`src/rtl/disk_dma_pkg.sv`:
```
// Shared constants for the disk/memory block-transfer engine:
// FSM state encodings and disk address field widths.
package disk_dma_pkg;

  localparam int TRACK_W  = 3;
  localparam int SECTOR_W = 5;
  localparam int WORD_W   = 7;
  localparam int DADDR_W  = TRACK_W + SECTOR_W + WORD_W;

  localparam logic [3:0] ST_IDLE  = 4'd0;
  localparam logic [3:0] ST_DRD   = 4'd1;
  localparam logic [3:0] ST_MWR   = 4'd2;
  localparam logic [3:0] ST_MRD   = 4'd3;
  localparam logic [3:0] ST_MWAIT = 4'd4;
  localparam logic [3:0] ST_DWR   = 4'd5;
  localparam logic [3:0] ST_NEXT  = 4'd6;
  localparam logic [3:0] ST_DONE  = 4'd7;
  localparam logic [3:0] ST_ERROR = 4'd8;

endpackage

```
`src/rtl/disk_dma_loader_if.sv`:
```
// Disk-controller and main-memory bus seen by the DMA engine.
// master = DMA engine side, slave = disk controller / memory side.
interface disk_dma_loader_if #(
  parameter int MEM_AW = 10
);
  import disk_dma_pkg::*;

  logic [TRACK_W-1:0]  track;
  logic [SECTOR_W-1:0] sector;
  logic [WORD_W-1:0]   address_in_sector;
  logic                read;
  logic                write;
  logic [31:0]         write_value;
  logic [31:0]         read_value;
  logic                read_done;
  logic                write_done;
  logic [MEM_AW-1:0]   mem_addr;
  logic                mem_we;
  logic [31:0]         mem_wdata;
  logic [31:0]         mem_rdata;

  modport master (
    output track, sector, address_in_sector, read, write, write_value,
    output mem_addr, mem_we, mem_wdata,
    input  read_value, read_done, write_done, mem_rdata
  );

  modport slave (
    input  track, sector, address_in_sector, read, write, write_value,
    input  mem_addr, mem_we, mem_wdata,
    output read_value, read_done, write_done, mem_rdata
  );

endinterface

```
`src/rtl/disk_dma_loader.sv`:
```
// Word-at-a-time block copy between disk_controller and main memory,
// started by a one-cycle pulse and polled through busy/done/error.
module disk_dma_loader
  import disk_dma_pkg::*;
#(
  parameter int          MEM_AW  = 10,
  parameter int          CNT_W   = 16,
  parameter logic [15:0] TIMEOUT = 16'd64
) (
  input  logic                clk,
  input  logic                reset,
  input  logic                start,
  input  logic                dir,
  input  logic [DADDR_W-1:0]  disk_base,
  input  logic [MEM_AW-1:0]   mem_base,
  input  logic [CNT_W-1:0]    word_count,
  output logic                busy,
  output logic                done,
  output logic                error,
  output logic [CNT_W-1:0]    words_done,
  disk_dma_loader_if.master   bus
);

  localparam logic [CNT_W-1:0]   CNT_ONE  = 1;
  localparam logic [MEM_AW-1:0]  MEM_ONE  = 1;
  localparam logic [DADDR_W-1:0] DADDR_ONE = 1;

  logic [3:0]         state;
  logic               dir_q;
  logic [DADDR_W-1:0] daddr;
  logic [MEM_AW-1:0]  maddr;
  logic [CNT_W-1:0]   remaining;
  logic [15:0]        tmo;
  logic [31:0]        write_value_q;
  logic [31:0]        mem_wdata_q;
  logic               idle_like;

  assign idle_like = (state == ST_IDLE) || (state == ST_DONE) || (state == ST_ERROR);

  always_ff @(posedge clk) begin
    if (reset) begin
      state         <= ST_IDLE;
      dir_q         <= 1'b0;
      daddr         <= '0;
      maddr         <= '0;
      remaining     <= '0;
      tmo           <= '0;
      write_value_q <= '0;
      mem_wdata_q   <= '0;
      words_done    <= '0;
    end else begin
      case (state)
        ST_IDLE, ST_DONE, ST_ERROR: begin
          if (start) begin
            dir_q      <= dir;
            daddr      <= disk_base;
            maddr      <= mem_base;
            remaining  <= word_count;
            words_done <= '0;
            tmo        <= '0;
            if (word_count == '0) state <= ST_DONE;
            else if (dir)         state <= ST_MRD;
            else                  state <= ST_DRD;
          end
        end
        ST_DRD: begin
          if (bus.read_done) begin
            mem_wdata_q <= bus.read_value;
            state       <= ST_MWR;
          end else if (tmo == TIMEOUT - 16'd1) begin
            state <= ST_ERROR;
          end else begin
            tmo <= tmo + 16'd1;
          end
        end
        ST_MWR:   state <= ST_NEXT;
        ST_MRD:   state <= ST_MWAIT;
        ST_MWAIT: begin
          write_value_q <= bus.mem_rdata;
          tmo           <= '0;
          state         <= ST_DWR;
        end
        ST_DWR: begin
          if (bus.write_done) begin
            state <= ST_NEXT;
          end else if (tmo == TIMEOUT - 16'd1) begin
            state <= ST_ERROR;
          end else begin
            tmo <= tmo + 16'd1;
          end
        end
        ST_NEXT: begin
          words_done <= words_done + CNT_ONE;
          maddr      <= maddr + MEM_ONE;
          remaining  <= remaining - CNT_ONE;
          // The last word is checked before overflow, so a transfer ending
          // exactly at 7FFF still completes cleanly.
          if (remaining == CNT_ONE) begin
            state <= ST_DONE;
          end else if (daddr == '1) begin
            state <= ST_ERROR;
          end else begin
            daddr <= daddr + DADDR_ONE;
            tmo   <= '0;
            state <= dir_q ? ST_MRD : ST_DRD;
          end
        end
        default: state <= ST_IDLE;
      endcase
    end
  end

  assign busy  = !idle_like;
  assign done  = (state == ST_DONE);
  assign error = (state == ST_ERROR);

  assign bus.track             = daddr[DADDR_W-1 -: TRACK_W];
  assign bus.sector            = daddr[WORD_W +: SECTOR_W];
  assign bus.address_in_sector = daddr[WORD_W-1:0];
  assign bus.read              = (state == ST_DRD);
  assign bus.write             = (state == ST_DWR);
  assign bus.write_value       = write_value_q;
  assign bus.mem_addr          = maddr;
  assign bus.mem_we            = (state == ST_MWR);
  assign bus.mem_wdata         = mem_wdata_q;

endmodule

```
`src/flat_wrapper.sv`:
```
// flat-port wrapper written by rule: the top's interface ports become plain ports
module disk_dma_loader_flat import disk_dma_pkg::*;
#(
  parameter int          MEM_AW  = 10,
  parameter int          CNT_W   = 16,
  parameter logic [15:0] TIMEOUT = 16'd64
)
  (clk, reset, start, dir, disk_base, mem_base, word_count, busy, done, error, words_done, bus_track, bus_sector, bus_address_in_sector, bus_read, bus_write, bus_write_value, bus_mem_addr, bus_mem_we, bus_mem_wdata, bus_read_value, bus_read_done, bus_write_done, bus_mem_rdata);
  disk_dma_loader_if #(.MEM_AW(MEM_AW)) bus_i ();
  input  logic clk;
  input  logic reset;
  input  logic start;
  input  logic dir;
  input  logic [DADDR_W-1:0] disk_base;
  input  logic [MEM_AW-1:0] mem_base;
  input  logic [CNT_W-1:0] word_count;
  output logic busy;
  output logic done;
  output logic error;
  output logic [CNT_W-1:0] words_done;
  output wire logic [$bits(bus_i.track)-1:0] bus_track;
  output wire logic [$bits(bus_i.sector)-1:0] bus_sector;
  output wire logic [$bits(bus_i.address_in_sector)-1:0] bus_address_in_sector;
  output wire logic [$bits(bus_i.read)-1:0] bus_read;
  output wire logic [$bits(bus_i.write)-1:0] bus_write;
  output wire logic [$bits(bus_i.write_value)-1:0] bus_write_value;
  output wire logic [$bits(bus_i.mem_addr)-1:0] bus_mem_addr;
  output wire logic [$bits(bus_i.mem_we)-1:0] bus_mem_we;
  output wire logic [$bits(bus_i.mem_wdata)-1:0] bus_mem_wdata;
  input wire logic [$bits(bus_i.read_value)-1:0] bus_read_value;
  input wire logic [$bits(bus_i.read_done)-1:0] bus_read_done;
  input wire logic [$bits(bus_i.write_done)-1:0] bus_write_done;
  input wire logic [$bits(bus_i.mem_rdata)-1:0] bus_mem_rdata;
  assign bus_track = bus_i.track;
  assign bus_sector = bus_i.sector;
  assign bus_address_in_sector = bus_i.address_in_sector;
  assign bus_read = bus_i.read;
  assign bus_write = bus_i.write;
  assign bus_write_value = bus_i.write_value;
  assign bus_mem_addr = bus_i.mem_addr;
  assign bus_mem_we = bus_i.mem_we;
  assign bus_mem_wdata = bus_i.mem_wdata;
  assign bus_i.read_value = bus_read_value;
  assign bus_i.read_done = bus_read_done;
  assign bus_i.write_done = bus_write_done;
  assign bus_i.mem_rdata = bus_mem_rdata;
  disk_dma_loader #(.MEM_AW(MEM_AW), .CNT_W(CNT_W), .TIMEOUT(TIMEOUT)) u_core (.clk(clk), .reset(reset), .start(start), .dir(dir), .disk_base(disk_base), .mem_base(mem_base), .word_count(word_count), .busy(busy), .done(done), .error(error), .words_done(words_done), .bus(bus_i));
endmodule
```
`config.mk`:
```
export PLATFORM = sky130hd
export DESIGN_NAME = disk_dma_loader_flat
export DESIGN_NICKNAME = d
export VERILOG_FILES = /design/src/rtl/disk_dma_pkg.sv /design/src/rtl/disk_dma_loader_if.sv /design/src/rtl/disk_dma_loader.sv /design/src/flat_wrapper.sv
export SDC_FILE = /design/constraint.sdc
export NUM_CORES = 1
export LEC_CHECK = 0
export ABC_AREA = 1
export BUFFER_PORTS_ARGS = -buffer_cell sky130_fd_sc_hd__buf_2
export CAP_MARGIN = 0
export CORE_MARGIN = 2
export CORE_UTILIZATION = 50
export DETAILED_ROUTE_END_ITERATION = 12
export PLACE_DENSITY_LB_ADDON = 0.25
export SLEW_MARGIN = 5
export SYNTH_ARGS = -nofsm -noshare
export SYNTH_HDL_FRONTEND = slang
export SYNTH_SLANG_ARGS = --single-unit
```
`constraint.sdc`:
```
create_clock -name clk -period 3.35 [get_ports clk]
set_input_delay 0.67 -clock clk [delete_from_list [all_inputs] [get_ports clk]]
set_output_delay 0.67 -clock clk [all_outputs]
set_load 0.01 [all_outputs]
```
==> results of run 1 <==
==> worst max-delay path: stages, from the launching register on <==
cell and delay [ns]:
dfxtp_1 0.37, nor2_1 0.29, nand2_1 0.18, inv_1 0.09, buf_4 0.31, buf_2 0.20
==> kinds of logic after synthesis <==
| group | share of synthesized area |
|---|---|
| AND/OR/NAND/NOR | 0.342 |
| AO/OA/AOI/OAI | 0.156 |
| flip-flops | 0.394 |
| buffers and inverters | 0.0740 |
| XOR/XNOR | 0.0206 |
| adder cells (fa/ha/maj) | 0.0104 |
| multiplexers | 0.00277 |
==> registers in the layout (all words and copies together), names as in the netlist, 4 cells and up <==
name,count
u_core.daddr,15
u_core.tmo,16
u_core.state,4
u_core.bus.write_value,32
u_core.remaining,16
u_core.bus.mem_addr,10
u_core.bus.mem_wdata,32
u_core.words_done,16
==> power by group through the flow <==
stage               clock [mW]  combinational (mW)  sequential [mW]
floorplan                    0                1.65             2.44
finish                    1.86                2.47             2.33
CTS                       1.88                2.46             2.32
global placement             0                2.42             2.35
detailed placement           0                2.45             2.35
global route              1.96                2.78             2.38
==> cells in the mapped netlist <==
library cell	instances	area, µm²
o21ai_1	5	25.0
nand2_4	4	45.0
xnor2_1	4	35.0
or2_2	3	18.8
mux2i_1	2	20.0
inv_2	4	15.0
nor2_8	1	20.0
o31ai_1	2	15.0
buf_2	15	75.1
and2_1	1	6.26
a22o_1	1	8.76
buf_6	3	33.8
a211oi_1	6	45.0
clkbuf_1	28	105
clkinv_1	2	7.51
dfxtp_1	142	2840
buf_1	1	3.75
ha_1	6	75.1
a31oi_1	11	68.8
nand2_8	1	20.0
nand2_2	4	25.0
buf_4	2	15.0
a21oi_1	100	500
inv_1	71	267
nor3_1	4	20.0
o21a_1	1	7.51
o21bai_1	2	15.0
nor2_2	2	12.5
nand3_2	2	20.0
nand3_1	90	450
a31o_2	1	8.76
o211ai_1	3	22.5
nor2_1	201	754
o21ai_0	74	370
nand4_1	15	93.8
inv_4	2	12.5
o22ai_1	5	31.3
xor2_1	13	114
o221ai_1	1	8.76
nor2_4	3	33.8
nand3b_1	2	15.0
nand2_1	249	935
==> per-layer routing <==
layer,part of all wire,vias to the layer above
met5,0,-
met4,0.019,0
met3,0.079,33
met2,0.48,281
met1,0.42,3539
li1,-,3966
==> final timing paths <==
path,startpoint,endpoint,slack [ns],depth (start not counted)
worst max-delay path,u_core.state[2]$_SDFFE_PP0N_,bus_read,0.80,5
worst min-delay path,u_core.bus.mem_wdata[29]$_SDFFE_PP0P_,u_core.bus.mem_wdata[29]$_SDFFE_PP0P_,0.46,2
worst max register to register,u_core.state[3]$_SDFFE_PP0N_,u_core.daddr[13]$_SDFFE_PP0P_,1.04,10
worst min register to register,u_core.bus.mem_wdata[29]$_SDFFE_PP0P_,u_core.bus.mem_wdata[29]$_SDFFE_PP0P_,0.46,2
==> metrics by stage <==
stage	total power, mW	cell area (µm²)	setup WS, ns	instances	hold slack [ns]
after detailed placement	4.80	8380	1.15	1449	0.452
final	6.66	8960	0.796	1481	0.462
after CTS	6.67	8960	0.826	1481	0.464
after global placement	4.76	8380	1.20	1449	0.449
after floorplan	4.09	7220	1.62	1089	0.455
after global routing	7.12	8960	0.721	1481	0.482
==> area by class of cell <==
type                    instances  area share
clock buffers                  20      0.0521
clock inverters                12      0.0135
inverters                      79      0.0336
multi-input cells             819       0.428
flip-flops and latches        142       0.317
well taps                     180      0.0251
repair buffers                229       0.130
==> impl_metrics.toml, run 1 <==
[clock_tree]
htreeDepth = 4
cts_sinks = 142
cts_max_path_buffers = 2
post-cts-setup-buffer-count = 0
cts_tree = "done"
post_cts_resized = 0
root_buffer = "clkbuf_16"
cts_inserted_buffers = 17
clock_latency_ns = 0.43
clk_pin_slew_ns = 0.06
holdBufCountCts = 0

[synthesis]
netlist_instances = 1089
synthDistinctLibCells = 42
synth_area_um2 = 7220
yosys_warnings = 0
ys_ff_latch = 142
seq_area_frac_synth = 0.394
syn_nets = 1206
syn_area_per_cell_um2 = 6.63

[drt]
drc_errors = 0
routed_wl_um = 20400
drtIter0Drc = 574
postRouteAntennaNets = 0
wl_per_cell_um = 13.8
dr_total_vias = 7819
dr.pass1.iters = 5
via_per_inst = 5.28

[die]
fp-row-count = 43
die_y_um = 124
die_area_um2 = 15400
core_region_area_um2 = 14000
fp.dieW_um = 124
start_util = 0.516
io_pins = 222

[pwr]
p_sw_frac = 0.405
combPwrFrac = 0.370
pwr-share-clk = 0.280
seqPwrFrac = 0.350
switching_power_mw = 2.70
powerDensity_nw_per_um2 = 743
p_int_mw = 3.96
p_leak_nw = 3.97
ir_drop_uv = 496

[global_routing]
grt-ovfl-total = 0
grt.busiest_layer = "met2"
grt_max_degree = 83
grt_pass1_vias = 6976
grt.met2_usage = 0.442
grt_pass1_wl_um = 32500
grtUsageTotal = 0.264
antenna_found_initial = 1
use_met3 = 0.0714
met1_usage = 0.331

[sta]
tns_ns = 0
relSlewSlack = 0.364
hold_violations = 0
finalCriticalPeriod_ns = 2.55
finalCritPeriodShare = 0.763
worst_pin_slew_ns = 0.953
rsz0062_at_grt = "no"
setup_violations = 0
slew_violations = 0
skew_ns = 0.00869
fmax_mhz = 391

[critical_path]
cp_max_fo = 33
arrival_ns = 1.88
path_class = "reg2out"
end_kind = "output port"
start_kind = "flip-flop"
cp.required_ns = 2.68

[cells_and_area]
area_delta_synth_final_pct = 24.2
final_util = 0.641
drive_above_1_share = 0.221
antenna_cells = 0
mostFrequentLayoutCells = "nand2_1, buf_2, nor2_1, dfxtp_1, a21oi_1"
nets = 1405
final_common_cell = "nand2_1"
fill_cells = 1333
seq_area_um2 = 2840
multiInputGateArea_um2 = 3840

[placement]
io_buffers = 221
hpwl_um = 14000
routabilityCongestion = 0.836

[flow_run]
maxCapViolations = 0

[outcome]
status = "complete, no violations"

[min_path]
min_path_type = "reg2reg"
No activity file was read; power rests on OpenSTA's default activity.
==> run 2: changes to the inputs <==
--- a/config.mk
+++ b/config.mk
@@ -9,7 +9,7 @@
 export BUFFER_PORTS_ARGS = -buffer_cell sky130_fd_sc_hd__buf_2
 export CAP_MARGIN = 0
 export CORE_MARGIN = 2
-export CORE_UTILIZATION = 50
+export CORE_UTILIZATION = 47
 export DETAILED_ROUTE_END_ITERATION = 12
 export PLACE_DENSITY_LB_ADDON = 0.25
 export SLEW_MARGIN = 5
==> constraint.sdc (replaced) <==
create_clock -name clk -period 2.2 [get_ports clk]
set_input_delay 0.44 -clock clk [delete_from_list [all_inputs] [get_ports clk]]
set_output_delay 0.44 -clock clk [all_outputs]
set_load 0.01 [all_outputs]
==> impl_metrics.toml, run 2 (synthesized netlist as in run 1, its figures left out) <==
[drt]
drtIter0Drc = 595
wl_per_cell_um = 13.9
drc_errors = 0
via_per_inst = 5.23
dr.pass1.iters = 5
dr_total_vias = 7831
postRouteAntennaNets = 0
routed_wl_um = 20900

[critical_path]
r2r-start = "u_core.daddr[0]$_SDFFE_PP0P_"
rrSetupSlack_ns = 0.19
arrival_ns = 1.64
crit_top_cell = "inv_1"
cp_max_fo = 5
start_kind = "flip-flop"
r2r_end = "u_core.daddr[13]$_SDFFE_PP0P_"
cp_slowest_stage_delay_ns = 0.40
path_class = "reg2out"
end_kind = "output port"
startpoint = "u_core.state[0]$_SDFFE_PP0N_"
cp.required_ns = 1.76
reg2reg_depth = 9
slowest_stage = "dfxtp_1"
crit_chain = "inv_1, nor2_2, nand2_1, inv_1, buf_2"

[clock_tree]
clk_pin_slew_ns = 0.06
htreeDepth = 4
cts_sinks = 142
cts_inserted_buffers = 17
root_buffer = "clkbuf_16"
cts_tree = "done"
clock_latency_ns = 0.43
post_cts_resized = 0
cts_max_path_buffers = 2
post-cts-setup-buffer-count = 0
holdBufCountCts = 0

[placement]
dpl_worst_slack_ns = 0.265
io_buffers = 221
hpwl_um = 14400
routabilityCongestion = 0.854

[global_routing]
grtUsageTotal = 0.251
grt_max_degree = 83
grt-ovfl-total = 0
grt_pass1_wl_um = 33400
antenna_found_initial = 1
grt_pass1_vias = 6931

[sta]
worst_pin_slew_ns = 0.512
tns_ns = 0
fmax_mhz = 481
finalCriticalPeriod_ns = 2.08
hold_ws_ns = 0.258
skew_ns = 0.0130
fin_ws_ns = 0.121
relSlewSlack = 0.658
rsz0062_at_grt = "no"
hold_violations = 0
finalCritPeriodShare = 0.945
slew_violations = 0
setup_violations = 0

[pwr]
powerDensity_nw_per_um2 = 1150
combPwrFrac = 0.370
seqPwrFrac = 0.339
p_sw_frac = 0.400
p_int_mw = 6.27
p_leak_nw = 4.03
ir_drop_uv = 605
switching_power_mw = 4.17
pwr-share-clk = 0.291

[min_path]
hold_end = "u_core.bus.write_value[7]$_SDFFE_PP0N_"
min_path_type = "in2reg"
hold_depth = 3
hold_start = "bus_mem_rdata[7]"

[cells_and_area]
drive_above_1_share = 0.227
antenna_cells = 0
nets = 1413
final_util = 0.603
fill_cells = 1479
area_delta_synth_final_pct = 26.0
final_common_cell = "nand2_1"
mostFrequentLayoutCells = "nand2_1, buf_2, nor2_1, dfxtp_1, a21oi_1"

[die]
die_y_um = 128
fp.dieW_um = 128
fp-row-count = 45
core_region_area_um2 = 15100
start_util = 0.478
die_area_um2 = 16400
io_pins = 222

[flow_run]
maxCapViolations = 0

[outcome]
status = "complete, no violations"
## run 2: how the worst max path moves through the flow
| stage | depth (start not counted) | endpoint |
|---|---|---|
| 2_1_floorplan | 10 | u_core.tmo[6]$_SDFFE_PP0P_ |
| 3_3_place_gp | 9 | u_core.daddr[10]$_SDFFE_PP0P_ |
| 3_5_place_dp | 9 | u_core.daddr[12]$_SDFFE_PP0P_ |
| 4_1_cts | 4 | bus_read |
| 5_1_grt | 9 | u_core.daddr[3]$_SDFFE_PP0P_ |
| 6_report | 5 | bus_read |
## run 2: worst max-delay path: cells and delay by family, from the launching register on
family / cells / cell delay (ns)
buffers and inverters: 3 / 0.53
DFF: 1 / 0.40
and+or+nand+nor: 2 / 0.29
## run 2: per-stage QoR
step / total power, mW / area [µm²] / std cells
after detailed placement: 7.39 / 8470 / 1465
after global placement: 7.34 / 8470 / 1465
final: 10.4 / 9100 / 1497
after CTS: 10.5 / 9090 / 1497
after floorplan: 6.23 / 7220 / 1089
after global routing: 11.1 / 9100 / 1497
## run 2: power groups by stage
stage / Clock, mW / Sequential, mW / Combinational, mW
finish: 3.04 / 3.54 / 3.86
global route: 3.20 / 3.61 / 4.33
CTS: 3.08 / 3.53 / 3.85
detailed placement: 0 / 3.58 / 3.82
global placement: 0 / 3.56 / 3.78
floorplan: 0 / 3.72 / 2.51
## run 2: per-layer routing
layer,wire [µm],up-vias,global-route usage
li1,-,3972,-
met1,9380,3587,0.330
met2,9670,241,0.401
met3,1510,29,0.0714
met4,287,2,0.0776
met5,16,-,0
## run 2: cell type report
| type | instances | area (µm²) | share of cell area |
|---|---|---|---|
| Tap cell | 188 | 235 | 0.0259 |
| Inverter | 79 | 302 | 0.0331 |
| Timing Repair Buffer | 237 | 1250 | 0.138 |
| Clock buffer | 18 | 439 | 0.0483 |
| Sequential cell | 142 | 2840 | 0.313 |
| Multi-Input combinational cell | 819 | 3840 | 0.423 |
| Clock inverter | 14 | 183 | 0.0201 |
